## src/rtl/regfile_pkg.sv

```systemverilog
// Shared definitions for the parametrised register-file family (param_regfile, ARF successor).
package regfile_pkg;

    typedef enum logic [1:0] {
        FS_DEC   = 2'b00,
        FS_INC   = 2'b01,
        FS_LOAD  = 2'b10,
        FS_CLEAR = 2'b11
    } funsel_e;

    localparam int unsigned WIDTH_MIN = 2;
    localparam int unsigned WIDTH_MAX = 32;
    localparam int unsigned NREG_MIN  = 2;
    localparam int unsigned NREG_MAX  = 16;

endpackage

```

## src/rtl/regfile_cell.sv

```systemverilog
// One counter-capable register with its sticky wrap/saturate flag.
module regfile_cell
    import regfile_pkg::*;
#(
    parameter int WIDTH    = 8,
    parameter int SATURATE = 0
) (
    input  logic             CLK,
    input  logic             RST,
    input  logic             en,
    input  logic [1:0]       FunSel,
    input  logic [WIDTH-1:0] I,
    output logic [WIDTH-1:0] Q,
    output logic             wrap
);

    logic [WIDTH-1:0] q_q, q_d;
    logic             wrap_q, wrap_d;
    logic             at_max, at_min;

    assign at_max = (q_q == '1);
    assign at_min = (q_q == '0);

    always_comb begin
        q_d    = q_q;
        wrap_d = wrap_q;
        if (en) begin
            case (funsel_e'(FunSel))
                FS_DEC: begin
                    // The boundary sets the flag in both modes; only the value update differs.
                    if (at_min) wrap_d = 1'b1;
                    if (!(SATURATE != 0 && at_min)) q_d = q_q - WIDTH'(1);
                end
                FS_INC: begin
                    if (at_max) wrap_d = 1'b1;
                    if (!(SATURATE != 0 && at_max)) q_d = q_q + WIDTH'(1);
                end
                FS_LOAD: begin
                    q_d    = I;
                    wrap_d = 1'b0;
                end
                FS_CLEAR: begin
                    q_d    = '0;
                    wrap_d = 1'b0;
                end
            endcase
        end
    end

    always_ff @(posedge CLK) begin
        if (RST) begin
            q_q    <= '0;
            wrap_q <= 1'b0;
        end else begin
            q_q    <= q_d;
            wrap_q <= wrap_d;
        end
    end

    assign Q    = q_q;
    assign wrap = wrap_q;

endmodule

```

## src/rtl/param_regfile.sv

```systemverilog
// NREG x WIDTH register file with shared function select, multi-hot write mask and two read ports.
module param_regfile
    import regfile_pkg::*;
#(
    parameter int WIDTH    = 8,
    parameter int NREG     = 4,
    parameter int SATURATE = 0,
    parameter int SELW     = $clog2(NREG)
) (
    input  logic              CLK,
    input  logic              RST,
    input  logic              En,
    input  logic [1:0]        FunSel,
    input  logic [NREG-1:0]   RegSel,
    input  logic [WIDTH-1:0]  I,
    input  logic [SELW-1:0]   OutASel,
    input  logic [SELW-1:0]   OutBSel,
    output logic [WIDTH-1:0]  OutA,
    output logic [WIDTH-1:0]  OutB,
    output logic [NREG-1:0]   Wrap
);

    logic [WIDTH-1:0] regs [NREG];

    for (genvar k = 0; k < NREG; k++) begin : g_cell
        regfile_cell #(
            .WIDTH    (WIDTH),
            .SATURATE (SATURATE)
        ) u_cell (
            .CLK    (CLK),
            .RST    (RST),
            .en     (En & RegSel[k]),
            .FunSel (FunSel),
            .I      (I),
            .Q      (regs[k]),
            .wrap   (Wrap[k])
        );
    end

    // Indices past NREG match no register, so the port reads zero.
    always_comb begin
        OutA = '0;
        OutB = '0;
        for (int unsigned k = 0; k < NREG; k++) begin
            if (OutASel == SELW'(k)) OutA = regs[k];
            if (OutBSel == SELW'(k)) OutB = regs[k];
        end
    end

endmodule
```

## config.mk

```make
export PLATFORM = sky130hd
export DESIGN_NAME = param_regfile
export DESIGN_NICKNAME = d
export VERILOG_FILES = /design/src/rtl/regfile_pkg.sv /design/src/rtl/regfile_cell.sv /design/src/rtl/param_regfile.sv
export SDC_FILE = /design/constraint.sdc
export NUM_CORES = 1
export LEC_CHECK = 0
export ABC_CLOCK_PERIOD_IN_PS = 2100
export CAP_MARGIN = 20
export CELL_PAD_IN_SITES_DETAIL_PLACEMENT = 1
export CELL_PAD_IN_SITES_GLOBAL_PLACEMENT = 1
export CORE_MARGIN = 1.5
export CORE_UTILIZATION = 39
export CTS_CLUSTER_SIZE = 24
export DETAILED_ROUTE_END_ITERATION = 7
export GPL_TIMING_DRIVEN = 0
export PLACE_DENSITY = 0.78
export SLEW_MARGIN = 10
export SYNTH_ARGS = -nofsm -noshare
export SYNTH_HDL_FRONTEND = slang
export SYNTH_HIERARCHICAL = 1
export SYNTH_SLANG_ARGS = --single-unit
```

## constraint.sdc

```tcl
create_clock -name CLK -period 2.1 [get_ports CLK]
set_input_delay 0.315 -clock CLK [delete_from_list [all_inputs] [get_ports CLK]]
set_output_delay 0.315 -clock CLK [all_outputs]
set_load 0.01 [all_outputs]
```

==> results.md, run 1 <==
* Crit path DAT at about 1.7 ns
* Hold Vio Cnt, Final at 0
* Crit share post-route at between 90% and 100%
* Total congestion overflow at 0
* GRT Util Overall at between 20% and 30%
* Yosys reg bits at 36
* CTS sink cnt at 36
* CTS H-tree lvls at 2
* Leakage at 1.55 nW
* Crit path max fanout at 8
* P&R area growth vs syn at 21.4%
* DR vias at between 3000 and 4000
* I/O pin total at slightly above 40
* First-pass GRT wire length at 18.4 mm
* Vias in the first global route at 3441
* Combinational share of power at about two fifths
* Port buffer count at 36
* CP max-delay cell: mux4_2
* ANT cells at 0
* Number of buffers created by CTS at 5
* Worst slack at placement at -1.62 ns
* Final worst slack at around 0.049 ns
* Die Y-Extent at roughly 97 µm
* Routed Antenna Nets at 0
* Detailed Routing Iterations Pass 1 at 4
* Max IR drop VDD at between 0.0002 and 0.00025 V
* Crit-path max cell delay at roughly 0.53 ns
* Max Fclk at ~490 MHz
* Mapped cell area at 0.00345 mm²
* Seq pwr share at ~37%
* WHS Endpoint: g_cell[1].u_cell/Q[6]
* Mapped Nets at 446
* Outcome: complete, no violations
* Yosys top cell area share at a little over a fifth
* Initial antenna violation count at 0
* Gpl congestion at 0.841
* Most used DFF post-synth: dfxtp_1
* Ranking of synthesized cells by area: dfxtp_1 21%, mux4_2 10%, ha_1 8.7%
* Routed vias/inst at between 6 and 7
* R2r startpoint: g_cell[3].u_cell/Q[2]
* Yosys warns at 6
* Clock skew at roughly 0.0043 ns
* FILL cells at slightly above 1000
* RSZ-0062 raised after global routing: false
* Hold-fix buffers at CTS at 0
* Crit-path cells: mux4_2, clkdlybuf4s50_1
* Syn Area/Cell at between 8 and 9 µm²
* CP Launch Type: flip-flop
* Initial DRC count at about 120
* Pin count of the biggest net entering global routing at 26
* Post-synth EDFFs at 0
* Clk network pwr share at between 20% and 30%
* Effective utilization at floorplan at roughly 40%
* TritonCTS clock tree: yes
* FP Rows at 34
* Post-layout min period at about 2 ns
* Pint at approximately 1.5 mW
* Measured slew at the worst slew-check pin at around 0.56 ns
* RR Endpoint: g_cell[3].u_cell/Q[6]
* Post-CTS Setup Bufs at 0
* NetSw at around 810 µW
* Crit Path Class: reg2out
* Post-DP HPWL at ~8.4 mm
* Yosys top cell by area: dfxtp_1
* Hold crit path type: in2reg
* Share of layout cells above drive strength 1 at about 17%
* Sequential area share after synthesis at between 20% and 30%
* R2R depth at 6
* Root Buffer: clkbuf_8
* DRC errors left at 0
* Async SR Flop Fraction at 0%
* Flop-to-flop setup slack at ~0.07 ns
* Routed wire length at 11.5 mm
* Hold path startpoint: FunSel[1]
* Core area at about 0.0086 mm²
* Slew margin rel. at a little over three fifths
* Die width at 97.0 µm
* Worst-Skew Late Latency at roughly 0.3 ns
* Pwr/cell area at about 540 mW/mm²
* Sw frac at 35.9%
* Nets at 489
* Maxcap violations at 0
* TNS Setup at 0 ns
* Final Max Slew Viols at 0
* Final Setup Violations at 0
* CP Buf/Inv Count at 1
* WP data required at ~1.8 ns
* Element type at the critical path end: output pin
* Delay-heaviest family, CP: multiplexers
* Hold path cells at 3
* Die ar. at 0.00941 mm²
* Yosys cell types at 53
* Routed len/inst at about 21 µm
* Reg clk slew, reported paths at approximately 0.080 ns
* Gate Count Post-Synth at about 400
* Deepest clock path buffer count at 2
layer usage:
layer	vias up	GRT usage [%]	routed length [µm]
met5	-	0	0
met4	0	8.25	269
met3	19	4.26	814
met2	108	39.8	5410
met1	1686	33.6	5000
li1	1605	-	-
layout by cell type (no fill, tap or decap), types with 6 or more instances in the layout:
cell type,instances
nor2_1,39
dfxtp_1,34
clkdlybuf4s50_1,34
a21oi_1,22
a211oi_1,19
ha_1,17
mux4_2,16
nand2_1,15
o21ai_0,12
a21o_1,11
nor2b_1,11
nand3_1,11
inv_1,11
clkbuf_1,10
nor3b_1,9
nor3_1,8
nand4_1,8
nor4_1,8
a21boi_0,7
mux2i_1,7
nand2b_1,7
clkbuf_8,6
buf_2,6
a21oi_2,6
nand3b_1,6
ha_4,6
kinds of logic after synthesis:
family / synth area share, %
and+or+nand+nor: 23.2
AOI/OAI and AO/OA: 23.8
DFF: 20.9
buffers and inverters: 5.08
adders and majority gates: 11.0
muxes: 13.5
xor gates and xnor gates: 2.54
worst max path at each step:
stage                          startpoint               endpoint  cells after the start  slack (ns)
finish              g_cell[2].u_cell/Q[0]                OutB[0]                      2        0.05
global route                    FunSel[1]  g_cell[0].u_cell/Q[7]                      9       0.001
CTS                             FunSel[1]  g_cell[1].u_cell/Q[7]                      9      -0.009
detailed placement              FunSel[0]  g_cell[3].u_cell/Q[6]                      8       -1.62
global placement                FunSel[0]  g_cell[3].u_cell/Q[6]                      8       -1.58
floorplan                       FunSel[1]  g_cell[3].u_cell/Q[6]                      7       0.008
power groups by stage:
| stage | clock [mW] | combinational [mW] | sequential, mW |
|---|---|---|---|
| after floorplan | 0 | 0.589 | 0.800 |
| after global placement | 0 | 0.809 | 0.832 |
| after detailed placement | 0 | 0.840 | 0.836 |
| after CTS | 0.550 | 0.867 | 0.823 |
| after global routing | 0.584 | 0.978 | 0.836 |
| final | 0.544 | 0.892 | 0.828 |
repair_timing:
action                                  in CTS  in global routing
endpoints found under the setup margin      32                 11
cloned                                       0                  0
gates resized for setup                     28                 18
metrics by stage:
step	hold slack [ns]	cell area [µm²]	std cells	utilization, %	power (mW)
global route	0.451	4180	549	48.4	2.40
finish	0.436	4180	549	48.4	2.26
CTS	0.461	4120	549	47.7	2.24
floorplan	0.491	3450	397	-	1.39
detailed placement	0.464	3940	541	45.6	1.68
global placement	0.460	3940	541	45.6	1.64
worst min-delay path, stage by stage:
cell      delay, ns
buf_8          0.17
or3_1          0.13
a311oi_1       0.07
state kept, by name, summed over array words and instances, names as in the netlist:
signal              flops
g_cell.u_cell/Q        32
g_cell.u_cell/wrap      4
synthesized netlist by cell type, drive strengths merged, types with 9 or more instances:
cell type,instances
dfxtp,36
nand2,15
nand3,11
clkbuf,10
nor3,9
nand2b,11
nor2,39
mux4,16
a211oi,19
inv,11
nor3b,9
a21o,14
ha,24
a21oi,28
o21ai,15
buf,14
nor2b,11
final cells by class:
cell class	count	area, µm²	area share (%)
clock buffers	8	90.1	2.15
inverters	11	41.3	0.987
well taps	108	135	3.23
multi-input cells	326	2680	64.1
repair buffers	36	370	8.86
flip-flops and latches	36	723	17.3
plain buffers	24	141	3.38
Power figures use the tool's default switching activity.
==> run 2: changes to the inputs <==
--- a/config.mk
+++ b/config.mk
@@ -14,9 +14,8 @@
 export CTS_CLUSTER_SIZE = 24
 export DETAILED_ROUTE_END_ITERATION = 7
 export GPL_TIMING_DRIVEN = 0
-export PLACE_DENSITY = 0.78
+export PLACE_DENSITY = 0.79
 export SLEW_MARGIN = 10
 export SYNTH_ARGS = -nofsm -noshare
 export SYNTH_HDL_FRONTEND = slang
-export SYNTH_HIERARCHICAL = 1
 export SYNTH_SLANG_ARGS = --single-unit
==> run 2 against run 1 <==
  * Clock power is 5.0% higher
  * Cell count grew 0.18%
  * First-iteration DRC count up 140%
  * Critical path type unchanged
  * Largest cell class unchanged
==> results.md, run 2 <==
* Post-DP HPWL at between 9 and 10 mm
* R2R depth at 6
* Effective utilization at floorplan at 40.7%
* Yosys top cell by area: dfxtp_1
* Port buffer count at 35
* Maxcap violations at 0
* ANT cells at 0
* Flop-to-flop setup slack at approximately 0.06 ns
* WHS Endpoint: g_cell[2].u_cell.wrap
* Yosys reg bits at 36
* Max Fclk at 481 MHz
* Mapped Nets at roughly 450
* Outcome: complete, no violations
* Routed len/inst at between 20 and 25 µm
* FF+latch area at around 730 µm²
* Post-synth top cells: 38 x a21oi_1, 38 x nor2_1, 36 x dfxtp_1
* Crit share post-route at a little over nine tenths
* Hold-fix buffers at CTS at 0
* Core area at 0.00826 mm²
* Share of layout cells above drive strength 1 at 19.3%
* Gate Count Post-Synth at about 390
* TritonCTS clock tree: yes
* Final Setup Violations at 0
* Crit path DAT at roughly 1.8 ns
* Crit path max fanout at 6
* Routed wire length at 13.6 mm
* Number of buffers created by CTS at 5
* R2r startpoint: g_cell[1].u_cell.Q[6]
* Initial DRC count at approximately 290
* Element type at the critical path end: output pin
* Initial antenna violation count at 0
* Final Max Slew Viols at 0
* Routed Antenna Nets at 0
* WP data required at between 1.5 and 2 ns
* Yosys cell types at 47
* Async SR Flop Fraction at 0%
* Most frequent cells in the layout: 36 x nor2_1, 33 x a21oi_1, 33 x clkdlybuf4s50_1
* Gpl congestion at 0.878
* Total chip power at roughly 2.4 mW
* Yosys top cell area share at 21.5%
* Ranking of synthesized cells by area: dfxtp_1 21%, mux4_2 11%, ha_1 10%
* Commonest non-fill, non-tap cell in the layout: nor2_1
* Hold Vio Cnt, Final at 0
* Post-synth EDFFs at 0
* P&R area growth vs syn at 26.2%
* Hold crit path type: reg2reg
* Yosys warns at 0
* Mapped cell area at between 0.003 and 0.004 mm²
* Pwr/cell area at around 570 mW/mm²
* Core Util, Final at about half
* Hold path startpoint: g_cell[2].u_cell.wrap
* Routed vias/inst at a little under 7
* RR Endpoint: g_cell[1].u_cell.Q[7]
* Deepest clock path buffer count at 2
* I/O pin total at between 40 and 50
* Worst slack at placement at -0.779 ns
* Pin count of the biggest net entering global routing at 19
* Max reg flops at 32
* Nets at between 400 and 500
* Slew margin rel. at between 40 and 50%
* CP max-delay cell: mux4_2
* Worst-Skew Late Latency at between 0.3 and 0.4 ns
* Die Y-Extent at between 90 and 100 µm
* Crit-path cells: mux4_2, clkdlybuf4s50_1
* Post-layout min period at 2.08 ns
* Reg clk slew, reported paths at ~0.09 ns
* Vias in the first global route at approximately 3800
* Syn Area/Cell at approximately 8.5 µm²
* Crit-path max cell delay at roughly 0.54 ns
* Max IR drop VDD at about 0.00025 V
* Die width at 95.8 µm
* Most used DFF post-synth: dfxtp_1
* DRC errors left at 0
* GRT Util Overall at a little under a third
* Footprint of the multi-input gates at 0.00267 mm²
* DR vias at between 3000 and 4000
* Sequential area share after synthesis at around 21%
* Final worst slack at between 0.02 and 0.025 ns
* Leakage at about 1.5 nW
* Measured slew at the worst slew-check pin at roughly 0.83 ns
* CTS H-tree lvls at 2
* Root Buffer: clkbuf_8
* FILL cells at between 900 and 1000
* CTS sink cnt at 36
* Die ar. at ~0.0092 mm²
* FP Rows at 33
* Hold path cells at 1
* Detailed Routing Iterations Pass 1 at 5
* Crit Path Class: reg2out
* First-pass GRT wire length at between 20 and 25 mm
* CP Launch Type: flip-flop
* Clock skew at between 0.005 and 0.006 ns
* Total congestion overflow at 0
## run 2: worst max path at each step
stage,cells after the start,from,end,slack [ns]
finish,2,g_cell[3].u_cell.Q[5],OutB[5],0.02
detailed placement,9,FunSel[1],g_cell[1].u_cell.Q[7],-0.78
CTS,9,FunSel[1],g_cell[1].u_cell.Q[7],-0.02
global route,9,FunSel[1],g_cell[1].u_cell.Q[7],-0.007
floorplan,8,FunSel[1],g_cell[1].u_cell.Q[5],-0.02
global placement,9,FunSel[1],g_cell[1].u_cell.Q[7],-0.73
## run 2: timing repair
item	4_1_cts	5_1_grt
buffers inserted	4	1
gates resized for setup	35	25
endpoints found under the setup margin	36	22
gates cloned	2	1
pin swaps	6	7
## run 2: power by group
part | leakage (nW) | internal, mW | switching (mW)
Combinational | 1.20 | 0.481 | 0.526
Clock | 0.0404 | 0.236 | 0.335
Sequential | 0.300 | 0.735 | 0.112
Total | 1.54 | 1.45 | 0.973
## run 2: cell type report
class / instances / share of cell area, %
Tap cell: 105 / 3.10
Inverter: 8 / 0.708
Timing Repair Buffer: 43 / 10.8
Sequential cell: 36 / 17.3
Clock buffer: 5 / 1.62
Clock inverter: 3 / 0.561
Buffer: 24 / 3.01
Multi-Input combinational cell: 326 / 62.9
## run 2: worst max-delay path, delay by kind of cell (launching register included)
family | cells | cell delay [ns]
flip-flops | 1 | 0.39
multiplexers | 1 | 0.54
buffers and inverters | 1 | 0.50
## run 2: cells by family (layout without fill, tap and decap cells)
logic type / after synthesis / in the layout / synth area share (%)
buffers and inverters: 32 / 83 / 4.25
muxes: 22 / 22 / 12.5
DFF: 36 / 36 / 21.5
xor gates and xnor gates: 11 / 11 / 2.87
adders and majority gates: 32 / 32 / 12.8
and+or+nand+nor: 131 / 131 / 19.9
AOI/OAI and AO/OA: 130 / 130 / 26.2
## run 2: through the flow
step           cell area (µm²)  hold slack [ns]  cells  setup TNS (ns)
4_1_cts                   4170            0.498    548         -0.0156
2_1_floorplan             3370            0.442    394         -0.0321
5_1_grt                   4240            0.511    550        -0.00718
3_5_place_dp              3850            0.473    534          -15.15
3_3_place_gp              3850            0.452    534          -13.15
6_report                  4240            0.492    550               0
## run 2: per-layer routing
layer	GRT usage, %	vias up	routed length (µm)
met4	17.8	0	585
li1	-	1630	-
met2	49.4	192	6430
met3	5.45	43	1140
met1	38.4	1837	5490
met5	0	-	0
==> run 3: changes to the inputs <==
--- a/config.mk
+++ b/config.mk
@@ -5,7 +5,7 @@
 export SDC_FILE = /design/constraint.sdc
 export NUM_CORES = 1
 export LEC_CHECK = 0
-export ABC_CLOCK_PERIOD_IN_PS = 2100
+export ABC_CLOCK_PERIOD_IN_PS = 1660
 export CAP_MARGIN = 20
 export CELL_PAD_IN_SITES_DETAIL_PLACEMENT = 1
 export CELL_PAD_IN_SITES_GLOBAL_PLACEMENT = 1
==> constraint.sdc (replaced) <==
create_clock -name CLK -period 1.66 [get_ports CLK]
set_input_delay 0.249 -clock CLK [delete_from_list [all_inputs] [get_ports CLK]]
set_output_delay 0.249 -clock CLK [all_outputs]
set_load 0.01 [all_outputs]
==> run 3 against run 2 <==
  * The run now ends with setup timing left
  * Wire length grew 15%
  * Global-route usage rose by 3.1 points
  * Worst setup slack got worse by 0.30 ns
  * Via count up 6.5%
  * Sequential power rose by 29%
  * Cell area is 18% higher
  * Non-clock buffer count grew 19
  * Combinational power is 64% higher
  * Sequential share of layout area down 1.6 points
  * First-iteration DRC count grew 23%
  * Critical endpoint is now g_cell[1].u_cell.Q[7]
  * Largest cell class unchanged
  * Highest routed layer unchanged
==> results.md, run 3 (same netlist as run 2, synthesis figures left out) <==
* Most frequent cells in the layout: 31 x nor2_1, 30 x nand2_1, 30 x a21oi_1
* Effective utilization at floorplan at ~41%
* Failing checks: setup timing
* Hold Vio Cnt, Final at 0
* TNS Setup at -3.05 ns
* CTS sink cnt at 36
* Worst slack at placement at -1.08 ns
* TritonCTS clock tree: yes
* Post-layout min period at between 1.5 and 2 ns
* Vias in the first global route at roughly 4000
* Maxcap violations at 0
* DR vias at 3942
* Routed vias/inst at 6.92
* Initial DRC count at between 300 and 400
* Element type at the critical path end: flip-flop
* Max Fclk at around 520 MHz
* Routed wire length at ~16 mm
* Measured slew at the worst slew-check pin at between 0.8 and 0.9 ns
* Post-DP HPWL at approximately 9.1 mm
* Final Setup Violations at 26
* DRC errors left at 0
* Initial antenna violation count at 1
* FILL cells at about 920
* Detailed Routing Iterations Pass 1 at 5
* Core Util, Final at about three fifths
* Routed len/inst at between 20 and 30 µm
* Die ar. at 0.00918 mm²
* Die Y-Extent at ~96 µm
* Share of layout cells above drive strength 1 at 42.0%
* Metal-1 WL at slightly below 6 mm
* Commonest non-fill, non-tap cell in the layout: nor2_1
* Core area at between 0.008 and 0.009 mm²
* CP Launch Type: input port
* Crit path max fanout at 5
* Port buffer count at 35
* Wire length on met2 at ~7.5 mm
* Post-Place Cell Area at about 0.0040 mm²
* Pin count of the biggest net entering global routing at 11
* Die width at ~96 µm
* Hold-fix buffers at CTS at 0
* Final Max Slew Viols at 0
* Slew margin rel. at a little over two fifths
* Post-Layout Inst Area at 0.00499 mm²
* Leakage at 1.80 nW
* Routed Antenna Nets at 0
* Total congestion overflow at 0
* Max IR drop VDD at a little under 0.0004 V
* FP Rows at 33
* Reg clk slew, reported paths at roughly 0.080 ns
* Max reg flops at 32
* Worst-Skew Late Latency at about 0.31 ns
* Final worst slack at -0.274 ns
* Nets at 516
* Deepest clock path buffer count at 2
* I/O pin total at 41
* GRT Util Overall at between 30% and 40%
* Number of buffers created by CTS at 5
* Clock skew at a little under 0.005 ns
* WP data required at 1.88 ns
* DR WL met3 at around 1.4 mm
* Crit Path Class: in2reg
* RSZ-0062 raised after global routing: true
* Gpl congestion at 0.860
* Hold crit path type: reg2reg
* P&R area growth vs syn at 48.7%
* First-pass GRT wire length at about 23 mm
* Pwr/cell area at 692 mW/mm²
* Crit path DAT at about 2.2 ns
* Max layer used: met4
* CTS H-tree lvls at 2
* Total chip power at 3.46 mW
* Crit share post-route at 116%
* Outcome: complete, but fails checks
* Root Buffer: clkbuf_8
## run 3: power by group
part / total (mW) / internal, mW / switching, mW
registers: 1.09 / 0.932 / 0.153
clock network: 0.713 / 0.340 / 0.373
logic: 1.66 / 0.810 / 0.850
## run 3: final timing paths
check	from	end	slack, ns	cells past startpoint
setup / recovery	FunSel[1]	g_cell[1].u_cell.Q[7]	-0.27	11
hold / removal	g_cell[2].u_cell.wrap	g_cell[2].u_cell.wrap	0.48	1
setup reg to reg	g_cell[1].u_cell.Q[6]	g_cell[1].u_cell.Q[7]	-0.23	6
hold reg to reg	g_cell[2].u_cell.wrap	g_cell[2].u_cell.wrap	0.48	1
## run 3: what timing repair did
item	4_1_cts	5_1_grt
cloned	5	0
setup buffers	21	2
endpoints found under the hold margin	0	0
resized for setup	156	60
endpoints found under the setup margin	52	43
pin swaps	43	33
## run 3: critical path, stage by stage
cell      delay [ns]
buf_8           0.09
nand2b_4        0.16
buf_12          0.16
buf_16          0.14
ha_4            0.28
o21ai_4         0.05
o211ai_1        0.25
buf_4           0.16
a21oi_2         0.04
or3_1           0.33
a311oi_2        0.23
## run 3: metal layers
metal  global-route usage, %  up-vias
met4                    19.1        0
met1                    41.2     1945
met5                       0        -
li1                        -     1660
met2                    55.1      239
met3                    7.03       98
## run 3: area by class of cell
class	instances	area (µm²)	area share, %
inverters	8	30.0	0.601
well taps	105	131	2.63
repair buffers	62	633	12.7
clock buffers	8	90.1	1.80
flip-flops and latches	36	782	15.7
diodes	1	2.50	0.0501
multi-input cells	326	3180	63.6
plain buffers	24	146	2.93
## run 3: per-stage QoR
stage / hold slack (ns) / instances
after detailed placement: 0.459 / 534
after CTS: 0.476 / 568
after floorplan: 0.431 / 394
after global routing: 0.500 / 569
after global placement: 0.452 / 534
final: 0.481 / 570
